===== src/rtl/sensor_packet_mux.sv =====
// sensor_packet_mux: round-robin arbiter and byte-stream packet framer for
// sensor channels. Packet: HEADER, channel ID, sequence, [timestamp hi/lo],
// payload MSB first, mod-256 checksum of all bytes after HEADER.
// Optional feature macro: SENSOR_PKT_TIMESTAMP_EN (adds 16-bit timestamp).
module sensor_packet_mux #(
    parameter int unsigned NUM_CH = 2,
    parameter int unsigned DATA_W = 24,
    parameter logic [7:0]  HEADER = 8'hA5
) (
    input  logic                     i_CLK,
    input  logic                     i_RST,
    input  logic [NUM_CH*DATA_W-1:0] i_CH_DATA,
    input  logic [NUM_CH-1:0]        i_CH_VALID,
    input  logic [NUM_CH-1:0]        i_CH_ENABLE,
    output logic [NUM_CH-1:0]        o_CH_ACK,
    output logic [7:0]               o_TX_BYTE,
    output logic                     o_TX_VALID,
    input  logic                     i_TX_READY,
    output logic                     o_BUSY,
    output logic [7:0]               o_SEQ
);

    localparam int unsigned DATA_BYTES = DATA_W / 8;
    localparam int unsigned CH_W       = (NUM_CH > 1) ? $clog2(NUM_CH) : 1;
    localparam int unsigned CNT_W      = (DATA_BYTES > 1) ? $clog2(DATA_BYTES) : 1;

`ifdef SENSOR_PKT_TIMESTAMP_EN
    typedef enum logic [2:0] {IDLE, HDR, ID, SEQ, TS_HI, TS_LO, DATA, CSUM} state_t;
`else
    typedef enum logic [2:0] {IDLE, HDR, ID, SEQ, DATA, CSUM} state_t;
`endif

    state_t              state_q, state_d;
    logic [7:0]          tx_byte_q, tx_byte_d;
    logic                tx_valid_q, tx_valid_d;
    logic [NUM_CH-1:0]   ack_q, ack_d;
    logic                busy_q, busy_d;
    logic [7:0]          seq_q, seq_d;
    logic [7:0]          csum_q, csum_d;
    logic [7:0]          id_q, id_d;
    logic [DATA_W-1:0]   data_q, data_d;
    logic [CNT_W-1:0]    cnt_q, cnt_d;
    logic [CH_W-1:0]     rr_q, rr_d;
`ifdef SENSOR_PKT_TIMESTAMP_EN
    logic [15:0]         ts_cnt_q, ts_cnt_d;
    logic [15:0]         ts_q, ts_d;
`endif

    logic [NUM_CH-1:0]   req;
    logic                grant_found;
    logic [CH_W-1:0]     grant_idx;
    logic                xfer;
    logic [DATA_W-1:0]   data_shift;

    assign req        = i_CH_VALID & i_CH_ENABLE;
    assign xfer       = tx_valid_q & i_TX_READY;
    assign data_shift = data_q << 8;

    // Round-robin pick: first requester at or above rr_q, then wrap to below it
    always_comb begin
        grant_found = 1'b0;
        grant_idx   = '0;
        for (int unsigned j = 0; j < NUM_CH; j++) begin
            if (!grant_found && (j >= 32'(rr_q)) && req[j]) begin
                grant_found = 1'b1;
                grant_idx   = CH_W'(j);
            end
        end
        for (int unsigned j = 0; j < NUM_CH; j++) begin
            if (!grant_found && (j < 32'(rr_q)) && req[j]) begin
                grant_found = 1'b1;
                grant_idx   = CH_W'(j);
            end
        end
    end

    // Next-state and next-output logic; outputs are registered from *_d
    always_comb begin
        state_d    = state_q;
        tx_byte_d  = tx_byte_q;
        tx_valid_d = tx_valid_q;
        ack_d      = '0;
        seq_d      = seq_q;
        csum_d     = csum_q;
        id_d       = id_q;
        data_d     = data_q;
        cnt_d      = cnt_q;
        rr_d       = rr_q;
`ifdef SENSOR_PKT_TIMESTAMP_EN
        ts_cnt_d   = ts_cnt_q + 16'd1;
        ts_d       = ts_q;
`endif
        case (state_q)
            IDLE: begin
                if (grant_found) begin
                    state_d          = HDR;
                    tx_byte_d        = HEADER;
                    tx_valid_d       = 1'b1;
                    ack_d[grant_idx] = 1'b1;
                    id_d             = 8'(grant_idx);
                    data_d           = i_CH_DATA[32'(grant_idx)*DATA_W +: DATA_W];
                    csum_d           = 8'h00;
                    rr_d             = (grant_idx == CH_W'(NUM_CH - 1)) ? '0 : grant_idx + 1'b1;
`ifdef SENSOR_PKT_TIMESTAMP_EN
                    ts_d             = ts_cnt_q;
`endif
                end
            end
            HDR: begin
                if (xfer) begin
                    state_d   = ID;
                    tx_byte_d = id_q;
                end
            end
            ID: begin
                if (xfer) begin
                    state_d   = SEQ;
                    tx_byte_d = seq_q;
                    csum_d    = csum_q + tx_byte_q;
                end
            end
            SEQ: begin
                if (xfer) begin
                    csum_d    = csum_q + tx_byte_q;
`ifdef SENSOR_PKT_TIMESTAMP_EN
                    state_d   = TS_HI;
                    tx_byte_d = ts_q[15:8];
`else
                    state_d   = DATA;
                    tx_byte_d = data_q[DATA_W-1 -: 8];
                    cnt_d     = '0;
`endif
                end
            end
`ifdef SENSOR_PKT_TIMESTAMP_EN
            TS_HI: begin
                if (xfer) begin
                    state_d   = TS_LO;
                    tx_byte_d = ts_q[7:0];
                    csum_d    = csum_q + tx_byte_q;
                end
            end
            TS_LO: begin
                if (xfer) begin
                    state_d   = DATA;
                    tx_byte_d = data_q[DATA_W-1 -: 8];
                    cnt_d     = '0;
                    csum_d    = csum_q + tx_byte_q;
                end
            end
`endif
            DATA: begin
                if (xfer) begin
                    csum_d = csum_q + tx_byte_q;
                    if (cnt_q == CNT_W'(DATA_BYTES - 1)) begin
                        state_d   = CSUM;
                        tx_byte_d = csum_q + tx_byte_q;
                    end else begin
                        cnt_d     = cnt_q + 1'b1;
                        data_d    = data_shift;
                        tx_byte_d = data_shift[DATA_W-1 -: 8];
                    end
                end
            end
            CSUM: begin
                if (xfer) begin
                    state_d    = IDLE;
                    tx_valid_d = 1'b0;
                    seq_d      = seq_q + 8'd1;
                end
            end
            default: begin
                state_d    = IDLE;
                tx_valid_d = 1'b0;
            end
        endcase
        busy_d = (state_d != IDLE);
    end

    // State and output registers, asynchronously cleared
    always_ff @(posedge i_CLK or posedge i_RST) begin
        if (i_RST) begin
            state_q    <= IDLE;
            tx_byte_q  <= 8'h00;
            tx_valid_q <= 1'b0;
            ack_q      <= '0;
            busy_q     <= 1'b0;
            seq_q      <= 8'h00;
            csum_q     <= 8'h00;
            id_q       <= 8'h00;
            data_q     <= '0;
            cnt_q      <= '0;
            rr_q       <= '0;
`ifdef SENSOR_PKT_TIMESTAMP_EN
            ts_cnt_q   <= 16'h0000;
            ts_q       <= 16'h0000;
`endif
        end else begin
            state_q    <= state_d;
            tx_byte_q  <= tx_byte_d;
            tx_valid_q <= tx_valid_d;
            ack_q      <= ack_d;
            busy_q     <= busy_d;
            seq_q      <= seq_d;
            csum_q     <= csum_d;
            id_q       <= id_d;
            data_q     <= data_d;
            cnt_q      <= cnt_d;
            rr_q       <= rr_d;
`ifdef SENSOR_PKT_TIMESTAMP_EN
            ts_cnt_q   <= ts_cnt_d;
            ts_q       <= ts_d;
`endif
        end
    end

    assign o_CH_ACK   = ack_q;
    assign o_TX_BYTE  = tx_byte_q;
    assign o_TX_VALID = tx_valid_q;
    assign o_BUSY     = busy_q;
    assign o_SEQ      = seq_q;

endmodule


===== config.mk =====
export PLATFORM = sky130hd
export DESIGN_NAME = sensor_packet_mux
export DESIGN_NICKNAME = d
export VERILOG_FILES = /design/src/rtl/sensor_packet_mux.sv
export SDC_FILE = /design/constraint.sdc
export NUM_CORES = 1
export LEC_CHECK = 0
export BUFFER_PORTS_ARGS = -buffer_cell sky130_fd_sc_hd__buf_2
export CAP_MARGIN = 20
export CORE_UTILIZATION = 45
export CTS_CLUSTER_SIZE = 40
export DETAILED_ROUTE_END_ITERATION = 8
export PLACE_DENSITY = 0.66
export SYNTH_ARGS = -nofsm -noshare
export SYNTH_HDL_FRONTEND = slang
export SYNTH_SLANG_ARGS = --single-unit

===== constraint.sdc =====
create_clock -name i_CLK -period 2.36 [get_ports i_CLK]
set_input_delay 0.354 -clock i_CLK [delete_from_list [all_inputs] [get_ports i_CLK]]
set_output_delay 0.354 -clock i_CLK [all_outputs]
set_load 0.02 [all_outputs]

==> reports/metrics.cfg, run 1 <==
[clock_tree]
postCtsSetupBuffers=0
cts-root-buf=clkbuf_8
cts_buffer_depth=2
cts_made_buffers=9
tritoncts=yes
post_cts_resized=0
clkSinkCount=59
h-tree-depth=3
insertion_delay_ps=340
cts_hold_buffers=0
clkTransAtPathRegs_ps=60

[global_route]
grt_max_degree=42
grt_use_total_pct=21.7
grt_overflow_total=0
antenna_found_initial=0
first_global_vias=2735
grt_pass1_wl_um=12800

[pwr]
power_mw=4.65
p_sw_mw=1.94
switching_share_pct=41.7
p_comb_share_pct=45.3
power-per-cell-area_nw_per_um2=1160
power_leakage_nw=1.89
power_frac_seq_pct=38.3
clkPwrFrac_pct=16.5
p_int_mw=2.71
peakVddDrop_mv=0.408

[worst_setup_path]
startpoint_type=flip-flop
slowest_stage=fa_1
required_ps=2580
path_class=flip-flop to flip-flop
endpoint=o_TX_BYTE[4]
path_delay_family=compound AO/OA/AOI/OAI gates
path_cells=ha_1, fa_1, a211o_1, a21o_1, a31oi_1, o22ai_1, a22o_1
crit_arrival_ps=2300
reg2reg_depth=7
rr_startpoint=o_TX_BYTE[0]
crit_start=o_TX_BYTE[0]
worst-r2r-setup-slack_ps=280
setup.worst_path.end_class=flip-flop
crit_cells=7
r2r_end=o_TX_BYTE[4]
cp_max_fo=3
worst-path-buf-inv=0
cpPeakStageDelay_ps=410

[routing]
wl_um=7760
wl_per_cell_um=14.5
dr.pass1.iters=4
dr.first_iter.drc_count=113
num_vias=2844
viasPerCell=5.32
ant_nets=0
drc=0

[floorplan]
row_count=31
initial_core_util_pct=46.5
dieArea_um2=7840
die_w_um=88.5
core_area_um2=7250
io_pins=75
die_h_um=88.5

[placed_design]
gp_congestion=0.859
place_area_um2=3830
dp.final_hpwl_um=5960
place.port_buffers=74
dp_slack_ps=303
dpl.cell_count=520

[yosys]
synth_warnings=0
synth_top_flop_cell=dfrtp_1
seq_area_frac_synth_pct=43.8
synth-compound-area-share_pct=20.9
muxShareOfSynthArea_pct=6.38
synthTopCellsByArea=dfrtp_1, o21ai_0, mux2i_1
synth.net_count=420
yosysTopAreaCell=dfrtp_1
synth-edff-count=0
synth-simple-area-share_pct=16.3
synthAdderAreaFrac_pct=3.93
avgSynthCellArea_um2=9.50
synth_top_family_by_area=compound AO/OA/AOI/OAI gates
ys_ff_latch=59
synth_cell_types=53
syn_inst=355
synth_top_area_share_pct=43.8
async_flop_share_pct=100
synth-xor-area-share_pct=3.38
syn_area_um2=3370

[sta]
worstMarginPinSlew_ps=953
relSlewSlack_pct=36.0
finalSetupTns_ps=0
max_freq_ghz=0.482
fin_ws_ps=283
hold_violations=0
finalClockSkew_ps=6.41
rsz0062_at_grt=no
layout_min_cycle_time_ps=2080
finalCritPeriodShare_pct=88.0
slew_violations=0
setup_violations=0
holdWs_ps=76.1

[flow_run]
drv_cap=0

[layout]
syn_to_final_growth_pct=18.4
nNetsFinal=497
fin_area_um2=3990
post-route-util_pct=55.0
drive_above_1_share_pct=25.7
instances_no_fill=535
antenna_cells=0

[min_path]
hold_class=input pin to asynchronous set/reset pin

[outcome]
outcome=complete, no violations

[layout by cell type (no fill, tap or decap), types with 2 or more instances in the layout]
master / n
o22ai_1: 3
a22oi_1: 2
buf_4: 13
nand2b_1: 6
and3_1: 2
ha_1: 9
nand2_1: 40
clkbuf_8: 10
clkbuf_1: 2
a22o_1: 2
o21a_1: 3
clkinv_2: 3
nand4_1: 2
mux2i_1: 17
nand3_1: 13
o221ai_1: 2
o21ai_0: 37
nor2b_1: 18
a211oi_1: 17
xor2_1: 4
a2bb2oi_1: 2
buf_2: 74
a21oi_1: 7
a21o_1: 3
a221oi_1: 2
mux2_2: 4
xnor2_1: 9
nor2_1: 15
nor3_1: 2
inv_1: 9
o21ai_1: 21
a31oi_1: 2
dfrtp_1: 59
[layer usage]
layer | track usage (%) | part of all wire (%) | wire length, um
met1 | 28.1 | 47 | 3630
met4 | 10.9 | 2.7 | 208
met5 | 0 | 0 | 0
met2 | 35.5 | 46 | 3590
met3 | 3.08 | 4.3 | 337
[worst register-to-register path: cells and delay by family, from the launching register on]
family	cells	cell delay, ps
flops	1	390
fa+ha+maj	2	640
compound gates	5	940
[synthesized netlist by cell type (2+ instances only)]
library cell / n
xor2_1: 4
o221ai_1: 2
a31oi_1: 2
buf_2: 9
and3_1: 2
xnor2_1: 9
nor2_1: 15
o21ai_1: 21
nor3_1: 2
o21a_1: 3
inv_1: 10
a2bb2oi_1: 2
buf_6: 5
a22oi_1: 2
nor2b_1: 18
nand4_1: 2
dfrtp_1: 59
mux2_2: 4
o22ai_1: 3
ha_1: 9
a221oi_1: 2
a21o_1: 3
nand3_1: 13
nand2b_1: 6
clkbuf_1: 4
buf_4: 3
o21ai_0: 37
mux2i_1: 17
a22o_1: 2
nand2_1: 40
a21oi_1: 7
a211oi_1: 17
[worst min-delay path by stage]
stage,start,endpoint,slack [ps],cells after the start
6_report,i_RST,data_q[4],80,2
5_1_grt,i_RST,data_q[4],130,2
4_1_cts,i_RST,data_q[4],100,2
3_5_place_dp,i_RST,data_q[4],460,2
3_3_place_gp,i_RST,data_q[3],450,2
2_1_floorplan,data_q[5],data_q[5],440,2
[cells by family after synthesis]
group | after synthesis
adder cells (fa/ha/maj) | 10
AO/OA/AOI/OAI | 113
flip-flops | 59
AND/OR/NAND/NOR | 108
buffers and inverters | 31
multiplexers | 21
XOR/XNOR | 13
[power by group through the flow]
stage | sequential [mW] | clock (mW) | combinational (mW)
global placement | 1.78 | 0 | 2.07
floorplan | 1.79 | 0 | 1.52
CTS | 1.78 | 0.784 | 2.11
detailed placement | 1.80 | 0 | 2.10
global route | 1.84 | 0.826 | 2.34
finish | 1.78 | 0.766 | 2.10
[sequential cells by signal, indices dropped and copies added (netlist names)]
signal,flops
id_q,1
rr_q,1
cnt_q,2
o_TX_VALID,1
o_CH_ACK,2
o_BUSY,1
o_SEQ,8
csum_q,8
o_TX_BYTE,8
state_q,3
data_q,24
[area by class of cell]
type | count | area (um^2)
clock buffer | 12 | 145
clock inverter | 3 | 15.0
fill | 682 | 3260
inverter | 10 | 37.5
multi-input combinational | 265 | 1730
sequential | 59 | 1480
tap | 99 | 124
timing repair buffer | 87 | 468
Power figures use the tool's default switching activity.
==> inputs of run 2 (changes only) <==
--- a/config.mk
+++ b/config.mk
@@ -7,10 +7,10 @@
 export LEC_CHECK = 0
 export BUFFER_PORTS_ARGS = -buffer_cell sky130_fd_sc_hd__buf_2
 export CAP_MARGIN = 20
-export CORE_UTILIZATION = 45
+export CORE_UTILIZATION = 43
 export CTS_CLUSTER_SIZE = 40
 export DETAILED_ROUTE_END_ITERATION = 8
-export PLACE_DENSITY = 0.66
+export PLACE_DENSITY = 0.64
 export SYNTH_ARGS = -nofsm -noshare
 export SYNTH_HDL_FRONTEND = slang
 export SYNTH_SLANG_ARGS = --single-unit
==> run 2 against run 1 <==
Design area is 0.47% higher; clock-buffer cell count fell by 1; die area is 4.5% higher; critical path type unchanged.
==> reports/metrics.cfg, run 2 (synthesis results as in run 1) <==
[outcome]
outcome=complete, no violations

[sta]
slew_violations=0
max_freq_ghz=0.462
finalCritPeriodShare_pct=91.8
finalSetupTns_ps=0
fin_ws_ps=194
relSlewSlack_pct=36.5
layout_min_cycle_time_ps=2170
holdWs_ps=116
hold_violations=0
worstMarginPinSlew_ps=946
setup_violations=0
finalClockSkew_ps=6.12
rsz0062_at_grt=no

[pwr]
clkPwrFrac_pct=18.9
p_int_mw=2.82
switching_share_pct=41.0
peakVddDrop_mv=0.496
p_sw_mw=1.96
power_mw=4.78
power_leakage_nw=1.89
p_comb_share_pct=43.6
power-per-cell-area_nw_per_um2=1190
power_frac_seq_pct=37.5

[worst_setup_path]
cpPeakStageDelay_ps=420
worst-path-buf-inv=0
setup.worst_path.end_class=flip-flop
path_delay_family=compound AO/OA/AOI/OAI gates
crit_arrival_ps=2380
slowest_stage=fa_1
cp_max_fo=3
required_ps=2580
path_class=flip-flop to flip-flop
path_cells=ha_1, fa_1, a211o_1, a21o_1, a31oi_1, o22ai_1, a22o_1
startpoint_type=flip-flop

[global_route]
grt_use_total_pct=21.5
first_global_vias=2783
grt_pass1_wl_um=13700
antenna_found_initial=0
grt_overflow_total=0
grt_max_degree=39

[layout]
fillCellCount=712
nNetsFinal=494
post-route-util_pct=54.1
final_common_cell=buf_2
largest_reg_flops=24
mostFrequentLayoutCells=buf_2, dfrtp_1, nand2_1
instances_no_fill=530
drive_above_1_share_pct=25.3
fin_area_um2=4010
top_register=data_q
syn_to_final_growth_pct=19.0
antenna_cells=0

[clock_tree]
post_cts_resized=0
tritoncts=yes
postCtsSetupBuffers=0
clkSinkCount=59
clkTransAtPathRegs_ps=60
cts_buffer_depth=2
h-tree-depth=3
cts_made_buffers=9
cts-root-buf=clkbuf_8
insertion_delay_ps=340
cts_hold_buffers=0

[floorplan]
io_pins=75
core_area_um2=7410
dieArea_um2=8200
initial_core_util_pct=45.5
die_h_um=90.5
row_count=31
die_w_um=90.5

[placed_design]
dp.final_hpwl_um=5990
dpl.cell_count=517
place_area_um2=3820
dp_slack_ps=235
place.port_buffers=74
gp_congestion=0.819

[routing]
num_vias=2852
wl_um=7990
ant_nets=0
dr.pass1.iters=4
viasPerCell=5.38
dr.first_iter.drc_count=176
drc=0
wl_per_cell_um=15.1

[min_path]
hold_class=input pin to asynchronous set/reset pin

[flow_run]
drv_cap=0

==> run 2: changes by cell type in the layout (fill, tap and decap cells not counted) <==
| cell | delta |
|---|---|
| clkbuf_8 | +1 |
| buf_12 | +1 |
| bufinv_16 | +1 |
| clkinv_2 | -3 |
| buf_4 | -4 |
| clkinvlp_4 | +1 |
| clkbuf_1 | -2 |
==> run 2: final timing paths <==
| kind | start | to | slack, ps | cells past startpoint |
|---|---|---|---|---|
| max in group asynchronous | i_RST | csum_q[3] | 1640 | 3 |
| min | i_RST | data_q[2] | 120 | 2 |
| max | o_TX_BYTE[0] | o_TX_BYTE[4] | 190 | 7 |
| min in group i_CLK | i_CH_DATA[3] | data_q[3] | 290 | 3 |
| min reg2reg | data_q[1] | data_q[1] | 480 | 2 |
| max reg2reg | o_TX_BYTE[0] | o_TX_BYTE[4] | 190 | 7 |
==> run 2: layer usage <==
| metal | global-route usage [%] | vias up | routed length [um] |
|---|---|---|---|
| met1 | 28.8 | 1338 | 3720 |
| li1 | - | 1419 | - |
| met2 | 33.7 | 77 | 3750 |
| met5 | 0 | - | 0 |
| met4 | 11.0 | 0 | 233 |
| met3 | 3.28 | 18 | 290 |
==> run 2: area by class of cell <==
| type | count | area (um^2) | share of cell area, % |
|---|---|---|---|
| clock buffers | 11 | 151 | 3.77 |
| clock inverters | 2 | 37.5 | 0.936 |
| inverters | 10 | 37.5 | 0.936 |
| flip-flops and latches | 59 | 1480 | 36.8 |
| multi-input cells | 265 | 1730 | 43.0 |
| repair buffers | 84 | 458 | 11.4 |
| well taps | 99 | 124 | 3.09 |
==> run 2: power by group through the flow <==
stage          Sequential [mW]  Combinational, mW  Clock (mW)
6_report                  1.79               2.08       0.904
5_1_grt                   1.85               2.34       0.974
4_1_cts                   1.79               2.09       0.926
3_5_place_dp              1.81               2.08           0
3_3_place_gp              1.79               2.04           0
2_1_floorplan             1.79               1.52           0
==> inputs of run 3 (changes only) <==
--- a/config.mk
+++ b/config.mk
@@ -7,6 +7,7 @@
 export LEC_CHECK = 0
 export BUFFER_PORTS_ARGS = -buffer_cell sky130_fd_sc_hd__buf_2
 export CAP_MARGIN = 20
+export CORE_MARGIN = 2
 export CORE_UTILIZATION = 43
 export CTS_CLUSTER_SIZE = 40
 export DETAILED_ROUTE_END_ITERATION = 8
==> run 3 against run 2 <==
Clock skew increased by 1.9 ps; global-route usage decreased by 1.5 points; combinational power about the same; worst setup slack improved by 91 ps; critical path type unchanged; highest routed layer unchanged.
==> reports/metrics.cfg, run 3 (synthesis results as in run 1) <==
[outcome]
outcome=complete, no violations

[layout]
largest_reg_flops=24
antenna_cells=0
drive_above_1_share_pct=25.2
top_register=data_q
mostFrequentLayoutCells=buf_2, dfrtp_1, nand2_1
nNetsFinal=494
syn_to_final_growth_pct=19.3
instances_no_fill=535
final_common_cell=buf_2

[placed_design]
place.port_buffers=74
dp.final_hpwl_um=5860
dpl.cell_count=520
gp_congestion=0.827

[worst_setup_path]
slowest_stage=fa_1
worst-path-buf-inv=0
required_ps=2590
cp_max_fo=3
crit_arrival_ps=2300
rr_startpoint=o_TX_BYTE[0]
startpoint_type=flip-flop
setup.worst_path.end_class=flip-flop
path_cells=ha_1, fa_1, a211o_1, a21o_1, a31oi_1, o22ai_1, a22o_1
path_delay_family=compound AO/OA/AOI/OAI gates
path_class=flip-flop to flip-flop
crit_start=o_TX_BYTE[0]
cpPeakStageDelay_ps=410

[clock_tree]
postCtsSetupBuffers=0
tritoncts=yes
insertion_delay_ps=340
post_cts_resized=0
h-tree-depth=3
clkSinkCount=59
clkTransAtPathRegs_ps=70
cts_hold_buffers=0
cts-root-buf=clkbuf_8
cts_made_buffers=9
cts_buffer_depth=2

[sta]
max_freq_ghz=0.482
layout_min_cycle_time_ps=2070
hold_violations=0
rsz0062_at_grt=no
finalSetupTns_ps=0
worstMarginPinSlew_ps=965
setup_violations=0
slew_violations=0
finalClockSkew_ps=8.01
finalCritPeriodShare_pct=87.9
relSlewSlack_pct=35.3

[global_route]
first_global_vias=2768
grt_overflow_total=0
grt_max_degree=60
antenna_found_initial=0
grt_pass1_wl_um=13400
grt_use_total_pct=20.0

[pwr]
peakVddDrop_mv=0.437
power_leakage_nw=1.89
power-per-cell-area_nw_per_um2=1190

[floorplan]
initial_core_util_pct=44.1
die_h_um=92.5
io_pins=75
row_count=32
core_area_um2=7650
dieArea_um2=8560
die_w_um=92.5

[flow_run]
drv_cap=0

[routing]
wl_um=7940
dr.pass1.iters=4
num_vias=2820
dr.first_iter.drc_count=166
viasPerCell=5.27
ant_nets=0
wl_per_cell_um=14.8
drc=0

[min_path]
hold_class=input pin to asynchronous set/reset pin

==> run 3: cell count changes in the layout (fill, tap and decap cells not counted), sizes merged <==
cell | previous run | this run
clkbuf | 11 | 13
clkinv | 0 | 1
clkinvlp | 1 | 0
==> run 3: final cells by class <==
| type | count | area, um^2 |
|---|---|---|
| flip-flops and latches | 59 | 1480 |
| fillers | 707 | 3630 |
| clock buffers | 13 | 159 |
| well taps | 102 | 128 |
| inverters | 10 | 37.5 |
| clock inverters | 2 | 35.0 |
| repair buffers | 84 | 458 |
| multi-input cells | 265 | 1730 |
==> run 3: final timing paths <==
path | end | slack, ps | depth (start not counted)
setup / recovery | o_TX_BYTE[4] | 290 | 7
min in group i_CLK | data_q[1] | 290 | 3
setup reg to reg | o_TX_BYTE[4] | 290 | 7
max in group asynchronous | o_TX_BYTE[5] | 2030 | 3
hold reg to reg | data_q[6] | 470 | 2
hold / removal | data_q[3] | 60 | 3
==> run 3: routing by layer <==
metal	GRT usage, %	vias up	share of wire [%]
met3	3.58	12	4.9
met4	8.21	0	2.2
li1	-	1426	-
met5	0	-	0
met2	32.5	78	47
met1	26.4	1304	46
==> run 3: worst reg2reg max path, stage by stage, from the launching register on <==
cell and delay [ps]:
dfrtp_1 390, ha_1 230, fa_1 410, a211o_1 330
a21o_1 170, a31oi_1 160, o22ai_1 100, a22o_1 180
==> run 3: metrics by stage <==
stage | setup slack [ps] | util (%) | area, um^2 | power, mW | hold WS, ps
6_report | 285 | 52.6 | 4020 | 4.80 | 64.2
5_1_grt | 140 | 52.6 | 4020 | 5.16 | 96.8
4_1_cts | 278 | 52.6 | 4020 | 4.83 | 75.3
3_5_place_dp | 298 | 50.0 | 3830 | 3.89 | 438
3_3_place_gp | 329 | 50.0 | 3830 | 3.85 | 435
2_1_floorplan | 273 | - | 3370 | 3.32 | 443
==> run 3: power by group <==
group | internal [mW] | switching [mW]
Clock | 0.539 | 0.381
Combinational | 0.884 | 1.20
Sequential | 1.42 | 0.373
